## config.mk

```make
export PLATFORM = sky130hd
export DESIGN_NAME = philv_exec_unit
export DESIGN_NICKNAME = d
export VERILOG_FILES = /design/src/rtl/philv_pkg.sv /design/src/rtl/philv_alu.sv /design/src/rtl/philv_exec_unit.sv
export SDC_FILE = /design/constraint.sdc
export NUM_CORES = 1
export LEC_CHECK = 0
export ABC_CLOCK_PERIOD_IN_PS = 11700
export BUFFER_PORTS_ARGS = -buffer_cell sky130_fd_sc_hd__buf_2
export CAP_MARGIN = 10
export CELL_PAD_IN_SITES_DETAIL_PLACEMENT = 1
export CELL_PAD_IN_SITES_GLOBAL_PLACEMENT = 1
export CORE_MARGIN = 2
export CORE_UTILIZATION = 44
export DETAILED_ROUTE_END_ITERATION = 10
export GPL_TIMING_DRIVEN = 0
export PLACE_DENSITY_LB_ADDON = 0.1
export SLEW_MARGIN = 10
export SYNTH_ARGS = -nofsm -noshare
export SYNTH_HDL_FRONTEND = slang
export SYNTH_SLANG_ARGS = --single-unit
```

## constraint.sdc

```tcl
create_clock -name clk -period 11.7 [get_ports clk]
set_clock_uncertainty 0.2 [all_clocks]
set_input_delay 1.17 -clock clk [delete_from_list [all_inputs] [get_ports clk]]
set_output_delay 1.17 -clock clk [all_outputs]
set_load 0.02 [all_outputs]
```

## src/rtl/philv_pkg.sv

```systemverilog
`default_nettype none
// +--------------------------------------------------------------------------+
// | Module      : philv_pkg                                                   |
// | Description : Shared encodings for the PhilosophyV execute stage: ALU     |
// |               operation codes, funct3 branch/load codes, load opcode.     |
// | Config      : none (PHILV_XEDGCOL_EN is consumed by philv_exec_unit)      |
// | Revision    : 1.0  initial release                                        |
// +--------------------------------------------------------------------------+
package philv_pkg;

  localparam int ALU_FUNCT_WIDTH = 4;

  // ALU operation codes (bit 3 distinguishes SUB/SRA from ADD/SRL)
  localparam logic [ALU_FUNCT_WIDTH-1:0] C_ALU_ADD  = 4'b0000;
  localparam logic [ALU_FUNCT_WIDTH-1:0] C_ALU_SUB  = 4'b1000;
  localparam logic [ALU_FUNCT_WIDTH-1:0] C_ALU_SLL  = 4'b0001;
  localparam logic [ALU_FUNCT_WIDTH-1:0] C_ALU_SLT  = 4'b0010;
  localparam logic [ALU_FUNCT_WIDTH-1:0] C_ALU_SLTU = 4'b0011;
  localparam logic [ALU_FUNCT_WIDTH-1:0] C_ALU_XOR  = 4'b0100;
  localparam logic [ALU_FUNCT_WIDTH-1:0] C_ALU_SRL  = 4'b0101;
  localparam logic [ALU_FUNCT_WIDTH-1:0] C_ALU_SRA  = 4'b1101;
  localparam logic [ALU_FUNCT_WIDTH-1:0] C_ALU_OR   = 4'b0110;
  localparam logic [ALU_FUNCT_WIDTH-1:0] C_ALU_AND  = 4'b0111;

  // Branch conditions (funct3)
  localparam logic [2:0] C_BR_BEQ  = 3'b000;
  localparam logic [2:0] C_BR_BNE  = 3'b001;
  localparam logic [2:0] C_BR_BLT  = 3'b100;
  localparam logic [2:0] C_BR_BGE  = 3'b101;
  localparam logic [2:0] C_BR_BLTU = 3'b110;
  localparam logic [2:0] C_BR_BGEU = 3'b111;

  // Load widths (funct3)
  localparam logic [2:0] C_LD_LB  = 3'b000;
  localparam logic [2:0] C_LD_LH  = 3'b001;
  localparam logic [2:0] C_LD_LW  = 3'b010;
  localparam logic [2:0] C_LD_LBU = 3'b100;
  localparam logic [2:0] C_LD_LHU = 3'b101;

  localparam logic [6:0] OPCODE_LOAD = 7'b0000011;

endpackage
`default_nettype wire

```

## src/rtl/philv_alu.sv

```systemverilog
`default_nettype none
// +--------------------------------------------------------------------------+
// | Module      : philv_alu                                                   |
// | Description : Pure combinational RV32I integer ALU.                       |
// | Ports       : alu_funct [in]  operation code                              |
// |               x, y      [in]  operands A and B                            |
// |               z         [out] result (0 for unused codes)                 |
// |               equal     [out] x == y, independent of alu_funct            |
// | Revision    : 1.0  initial release                                        |
// +--------------------------------------------------------------------------+
module philv_alu
  import philv_pkg::*;
#(
  parameter int N = 32
) (
  input  logic [ALU_FUNCT_WIDTH-1:0] alu_funct,
  input  logic [N-1:0]               x,
  input  logic [N-1:0]               y,
  output logic [N-1:0]               z,
  output logic                       equal
);

  logic [4:0] w_shamt;
  logic       w_lt_signed;
  logic       w_lt_unsigned;

  assign w_shamt       = y[4:0];
  assign w_lt_signed   = ($signed(x) < $signed(y));
  assign w_lt_unsigned = (x < y);
  assign equal         = (x == y);

  always_comb begin
    z = '0;
    case (alu_funct)
      C_ALU_ADD:  z = x + y;
      C_ALU_SUB:  z = x - y;
      C_ALU_SLL:  z = x << w_shamt;
      C_ALU_SLT:  z = {{(N-1){1'b0}}, w_lt_signed};
      C_ALU_SLTU: z = {{(N-1){1'b0}}, w_lt_unsigned};
      C_ALU_XOR:  z = x ^ y;
      C_ALU_SRL:  z = x >> w_shamt;
      C_ALU_SRA:  z = $unsigned($signed(x) >>> w_shamt);
      C_ALU_OR:   z = x | y;
      C_ALU_AND:  z = x & y;
      default:    z = '0;
    endcase
  end

endmodule
`default_nettype wire

```

## src/rtl/philv_exec_unit.sv

```systemverilog
`default_nettype none
// +--------------------------------------------------------------------------+
// | Module      : philv_exec_unit                                             |
// | Description : PhilosophyV execute stage: ALU, branch resolution, load     |
// |               data extension and the registered execute result.          |
// | Config      : PHILV_XEDGCOL_EN adds coll_lo/exec_sel and an input mux on  |
// |               the result register.                                       |
// | Ports       : clk, rstb (async, active low)                               |
// |               alu_funct, x, y           ALU controls/operands             |
// |               funct3, opcode            branch and load selection         |
// |               mem_rd_data               aligned word from data memory     |
// |               coll_lo, exec_sel         accelerator result (optional)     |
// |               z, equal, branch          combinational ALU/branch outputs  |
// |               load_data                 combinational extended load data  |
// |               ex_out                    registered execute result         |
// | Revision    : 1.0  initial release                                        |
// +--------------------------------------------------------------------------+
module philv_exec_unit
  import philv_pkg::*;
#(
  parameter int N = 32
) (
  input  logic                       clk,
  input  logic                       rstb,
  input  logic [ALU_FUNCT_WIDTH-1:0] alu_funct,
  input  logic [N-1:0]               x,
  input  logic [N-1:0]               y,
  input  logic [2:0]                 funct3,
  input  logic [6:0]                 opcode,
  input  logic [N-1:0]               mem_rd_data,
`ifdef PHILV_XEDGCOL_EN
  input  logic [N-1:0]               coll_lo,
  input  logic                       exec_sel,
`endif
  output logic [N-1:0]               z,
  output logic                       equal,
  output logic                       branch,
  output logic [N-1:0]               ex_out,
  output logic [N-1:0]               load_data
);

  logic [N-1:0] ex_out_d;
  logic [N-1:0] ex_out_q;

  philv_alu #(
    .N (N)
  ) u_alu (
    .alu_funct (alu_funct),
    .x         (x),
    .y         (y),
    .z         (z),
    .equal     (equal)
  );

  // Relational branches rely on the controller having selected SLT/SLTU,
  // so the compare outcome is already sitting in z[0].
  always_comb begin
    branch = 1'b0;
    case (funct3)
      C_BR_BEQ:              branch = equal;
      C_BR_BNE:              branch = ~equal;
      C_BR_BLT,  C_BR_BLTU:  branch = z[0];
      C_BR_BGE,  C_BR_BGEU:  branch = ~z[0];
      default:               branch = 1'b0;
    endcase
  end

  always_comb begin
    load_data = mem_rd_data;
    if (opcode == OPCODE_LOAD) begin
      case (funct3)
        C_LD_LB:  load_data = {{(N-8){mem_rd_data[7]}}, mem_rd_data[7:0]};
        C_LD_LH:  load_data = {{(N-16){mem_rd_data[15]}}, mem_rd_data[15:0]};
        C_LD_LW:  load_data = mem_rd_data;
        C_LD_LBU: load_data = {{(N-8){1'b0}}, mem_rd_data[7:0]};
        C_LD_LHU: load_data = {{(N-16){1'b0}}, mem_rd_data[15:0]};
        default:  load_data = mem_rd_data;
      endcase
    end
  end

`ifdef PHILV_XEDGCOL_EN
  assign ex_out_d = exec_sel ? coll_lo : z;
`else
  assign ex_out_d = z;
`endif

  always_ff @(posedge clk or negedge rstb) begin
    if (!rstb) begin
      ex_out_q <= '0;
    end else begin
      ex_out_q <= ex_out_d;
    end
  end

  assign ex_out = ex_out_q;

endmodule
`default_nettype wire

```

# Yosys cells after proc, flatten, opt, wreduce, memory -nomap -nowiden
# Index checks and enable logic that the tools add are counted.
[totals] elab_cells=37 out_inout_bits=98 ff_bits=32 in_bits=112
[op_classes] n_addsub=2 n_reduce_logical=4 bitwise=5 shifts=3 mux=4 n_lt_le_gt_ge=2 eq_ne=16
[op_table] operator="$pmux 32 s10" count=1
[op_table] operator="$pmux 32 s4" count=1
[op_table] operator="$lt 32x32->1" count=2
[op_table] operator="$add 32x32->32" count=1
[op_table] operator="$and 32x32->32" count=1
[op_table] operator="$eq 32x32->1" count=1
[op_table] operator="$mux 32" count=1
[op_table] operator="$or 32x32->32" count=1
[op_table] operator="$shl 32x5->32" count=1
[op_table] operator="$shr 32x5->32" count=1
[op_table] operator="$sshr 32x5->32" count=1
[op_table] operator="$sub 32x32->32" count=1
[op_table] operator="$xor 32x32->32" count=1
[op_table] operator="$eq 4x3->1 const B" count=4
[op_table] operator="$eq 3x3->1 const B" count=4
[op_table] operator="$eq 4x2->1 const B" count=2
[op_table] operator="$eq 4x4->1 const B" count=2
[op_table] operator="$eq 7x2->1 const B" count=1
[op_table] operator="$eq 4x1->1 const B" count=1
[op_table] operator="$logic_not 4->1" count=1
[op_table] operator="$pmux 1 s4" count=1
[op_table] operator="$reduce_or 2->1" count=2
[op_table] operator="$eq 3x1->1 const B" count=1
[op_table] operator="$logic_not 3->1" count=1
[op_table] operator="$not 1->1" count=2

# Logic depth before layout (Yosys ltp)
[logic_depth] ltp_word=4 mapped_depth=15 ltp_nobuf=13

# Modules after synthesis
# Synthesis repeated with hierarchy kept, for this count alone.
[unflattened] cells_unflattened=1383 hier_area_um2=9898.2
[by_module_without_submodules] module="philv_alu" seq_area_each_um2=0.0 area_per_inst_um2=8652.0 cells_per_inst=1293 instances=1
[by_module_without_submodules] module="philv_exec_unit" seq_area_each_um2=800.8 area_per_inst_um2=1246.2 cells_per_inst=90 instances=1

# Least setup slack after synthesis
# Ideal clock, no wire load.
[synth_timing] path_kind="in2out" start="input port y[2]" end="output port z[29]" required_time_ns=10.330 t_arrival_ns=4.622 slack_ns=5.708 path_stages=14 path_buffers=4 path_cell_list="buf_2 inv_1 buf_1 buf_1 ha_1 buf_2 and3_1 a211o_1 a22oi_1 a21o_1 a211oi_2 a31oi_1 o21a_1 o311ai_0"
[synth_between] elab_chain_cells=2 word_cells_on_any_way=6 cone_classes="2 x add/sub; 3 x shift; 1 x mux"
[synth_rtl] element="from (decl)" line_no="philv_exec_unit.sv:27" rtl="input logic [N-1:0] y,"
[synth_rtl] element="$sub 32x32->32 (tied with other cells)" line_no="philv_alu.sv:36" rtl="C_ALU_SUB: z = x - y;"
[synth_rtl] element="$pmux 32 s10 (*)" line_no="philv_alu.sv:34" rtl="case (alu_funct)"
[synth_rtl] element="to (decl)" line_no="philv_exec_unit.sv:35" rtl="output logic [N-1:0] z,"
# Every way passes the cells marked *; elsewhere a longest branch is shown, timed or not.

# Worst setup path after layout
[layout_timing] start="input port y[2]" end="output port z[24]"
# Same word-level chain as after synthesis.

==> results.txt <==
The flow ran to the end, and the final reports show no timing, DRC or antenna violations. The cell at the root of the clock tree is sky130_fd_sc_hd__clkbuf_16. The part of the power in combinational logic is 68.8%, and the netlist area before placement is 9880 µm². The most used flip-flop cell after synthesis is sky130_fd_sc_hd__dfrtp_1. After the flow finishes, the layout carries non-filler instances totaling 1,915. For the maximum level of the CTS H-tree, the log shows 2. The logs give 13,600 for the via count of the first global-routing pass and 48.2% for the combined global-route utilization of all metal layers. Final wirelength: 58.9 mm.

Entering global routing, the biggest net connects 33 pins. In this run the tool buffered the top-level ports with 199 buffer cells. The maximum fanout along the worst path came out at 11. Of the total power, the share spent switching nets is 53.9%.

Dividing the synthesized area by the synthesized cell count gives 6.92 µm². For this block, the initial DRC count from the detailed router was 1,510. In the final timing run, aggregate negative setup slack is 0 ps. For this run the aggregate overflow at the end of global routing stands at 0.

The tools report the met1 usage as 58.2%. The run gives 0 as the max-slew violation count. The final clock period utilization by the worst path works out to 67.1%. The number of hold buffers added after CTS was 0.

For this run, the number of Yosys warnings is 0. The number of failing hold endpoints at the final stage is 0. Setup repair after global routing left no endpoint under its margin.

The mux cell area share after synthesis came out at 13.4%. The parity-gate share of the synthesized area counting xor and xnor cells is 1.95%, and the proportion of power drawn by flip-flops and latches is 14.6%. No sink is reached through more buffers than the 2 on the longest clock path.

The final worst hold slack was 782 ps; the clock sink count was 32. The synthesized netlist devotes 12.7% of its cell area to adder and majority cells. The number of flip-flops and latches in the synthesized netlist was 32; the final layout net count was 1,846. The run gives 0 as the number of setup buffers added after CTS.

Most congested layer reported by global routing: met2. The tools report the element type at the critical path start as an input port. Dividing the detail-routed via count by the number of cells gives 7.14. Measured against its own limit, the worst slew margin works out to 17.8%. The post-synthesis to final-layout area growth is 15.3%. Tracing the worst setup path back leads to its startpoint at y[2]. The critical path is of the in -> out type. The met3 track utilization from global routing is 14.0%. TritonCTS built the clock tree. The run gives 883 µW as the total power. The die width came out at 154 µm. In this run the power spent charging and discharging nets is 476 µW.

The logs give 54.5 µV for the worst voltage drop across the vdd grid and 0.00540 µW for the leakage power figure. The first global-routing pass estimated 85.7 mm of wire. Data on the critical path arrives at its endpoint at 6490 ps.

The floorplan step defined a die boundary enclosing 23,700 µm². Synthesis instantiated 81 different standard cells from the library. The standard-cell row count was 54; the post-synth net total was 1,639. The initial antenna violation count is 0, and the highest clock rate is 127 MHz.

For this configuration, the core starts out at a cell density of 45.0%. The synthesized netlist devotes 34.3% of its cell area to compound gates. Sequential cells were found to cover 8.10% of the synthesized design area. The basic-gate share of the synthesized area counting and, or, nand and nor cells came out at 19.9%. Once the clock tree was built, the resizer swapped 0 gates to a different size.

The setup violation total in the final timing report was 0; the fraction of registers with async set or reset after synthesis was 100%. The tightest min-delay check is of the in -> async type. The number of flip-flops in the largest register was 32; the floorplan core area was 22,000 µm².

In this run the power density over the cells is 77.5 nW/µm². The category of the worst setup path capture point was an output port. The count of maximum capacitance violations is 0, and the final antenna diode count is 0. The number of remaining DRC errors is 0, and the internal power is 407 µW. The slew at the pin closest to its max-slew limit was 1220 ps.

By area, the combinational part of the netlist is dominated by compound AO/OA/AOI/OAI gates. Synthesis handed over a netlist of 1,428 instances. The logs give 10,330 ps for the required time of the worst setup path and 1.08 for the global placer's final weighted congestion. The number of iterations in the first detailed-routing pass was 7. The post-route netlist has 18.9% of its cells at a drive strength greater than 1.

The mean routed wirelength per cell is 30.8 µm, and the clock period minus worst slack is 7860 ps. The synthesized design contains 0 enable-type register cells. The final route contains 13,700 vias. After detailed placement, the design holds a cell count of 1,907. The floorplan step set the die height to 154 µm. Global routing used 74.9% of the available met2 tracks. The run gives 210 as the I/O pin total. The count of antenna-violating nets left after detailed routing is 0. The half-perimeter wire length of the detailed placement result is 47.4 mm. Counting the buffers created by CTS gives 5. The clock edge transition at the registers on the reported setup and hold paths was 60 ps; the part of the power in the clock network was 16.6%.
-- layer usage --
| layer | share of wire [%] | vias to the layer above |
|---|---|---|
| li1 | - | 5643 |
| met1 | 37 | 6627 |
| met5 | 0.16 | - |
| met4 | 7.8 | 2 |
| met3 | 12 | 293 |
| met2 | 43 | 1117 |
-- cells in the mapped netlist, drive strengths merged, types with 10 or more instances --
| library cell | n | area (µm²) |
|---|---|---|
| and3 | 12 | 80.1 |
| a211o | 10 | 87.6 |
| mux2i | 63 | 631 |
| dfrtp | 32 | 801 |
| a31oi | 21 | 146 |
| mux4 | 25 | 563 |
| a221oi | 24 | 246 |
| a21oi | 122 | 614 |
| clkbuf | 65 | 244 |
| o21ai | 115 | 583 |
| o221ai | 13 | 114 |
| xnor2 | 19 | 166 |
| a211oi | 28 | 215 |
| inv | 103 | 387 |
| nand4 | 11 | 68.8 |
| nand3 | 16 | 80.1 |
| nor2 | 158 | 593 |
| a21o | 35 | 264 |
| buf | 55 | 314 |
| nand2b | 12 | 75.1 |
| nor3 | 37 | 190 |
| o2111ai | 10 | 87.6 |
| o211ai | 34 | 255 |
| mux2 | 12 | 135 |
| nor4 | 13 | 81.3 |
| nand2 | 164 | 616 |
| ha | 97 | 1210 |
-- placed cells by master, fill, tap and decap left out, drive strengths merged, types with 9 or more instances in the layout --
cell type	netlist	layout
dfrtp	32	32
mux2	12	12
nand4	11	11
a21o	35	35
mux4	25	25
nand2	164	164
and3	12	12
o221ai	13	13
clkbuf	65	73
nor2	158	158
xnor2	19	19
o21bai	9	9
a21oi	122	122
nand3	16	16
nand2b	12	12
a221oi	24	24
mux2i	63	63
a211oi	28	28
o21ai	115	115
nor4	13	13
a31oi	21	21
inv	103	103
o211ai	34	34
o22ai	9	9
nor3	37	37
buf	55	254
ha	97	97
a211o	10	10
o2111ai	10	10
-- power groups by stage --
stage	clock network (µW)	registers [µW]	logic (µW)
after CTS	147	129	582
after global routing	150	130	632
after detailed placement	0	131	578
after global placement	0	130	566
after floorplan	0	151	340
final	147	129	608
-- logic make-up after synthesis --
logic type,after synthesis
AOI/OAI and AO/OA,502
and+or+nand+nor,450
buffers and inverters,223
muxes,100
adders and majority gates,99
DFF,32
xor gates and xnor gates,22
-- layout make-up --
class	instances	area, µm²
sequential	32	801
clock buffer	7	153
tap	280	350
inverter	103	387
multi-input combinational	1173	8150
buffer	120	558
fill	2955	10600
timing repair buffer	200	1000
-- worst max-delay path, cell delays in order --
cell	delay, ps
sky130_fd_sc_hd__buf_2	140
sky130_fd_sc_hd__buf_2	270
sky130_fd_sc_hd__inv_1	280
sky130_fd_sc_hd__buf_1	670
sky130_fd_sc_hd__buf_1	580
sky130_fd_sc_hd__ha_1	340
sky130_fd_sc_hd__buf_2	180
sky130_fd_sc_hd__nand2b_1	220
sky130_fd_sc_hd__a221oi_2	290
sky130_fd_sc_hd__nor4_1	120
sky130_fd_sc_hd__o31a_1	370
sky130_fd_sc_hd__o21a_1	340
sky130_fd_sc_hd__o21ai_0	650
sky130_fd_sc_hd__a21bo_2	250
sky130_fd_sc_hd__xnor2_1	100
sky130_fd_sc_hd__o21ai_1	250
sky130_fd_sc_hd__buf_2	220
-- final timing paths --
check,endpoint,slack (ps),depth (start not counted)
min,ex_out[9],780,1
max,z[24],3840,17
min in group clk,ex_out[9],1220,4
max in group asynchronous,ex_out[21],9970,1
-- through the flow --
stage          area, µm²  util (%)  setup slack [ps]
2_1_floorplan       9880         -              5710
6_report           11400      51.9              3840
4_1_cts            11400      51.9              4140
5_1_grt            11400      51.9              3830
3_5_place_dp       11200      51.2              4150
3_3_place_gp       11200      51.1              4270
(Power assumes the default switching activity.)
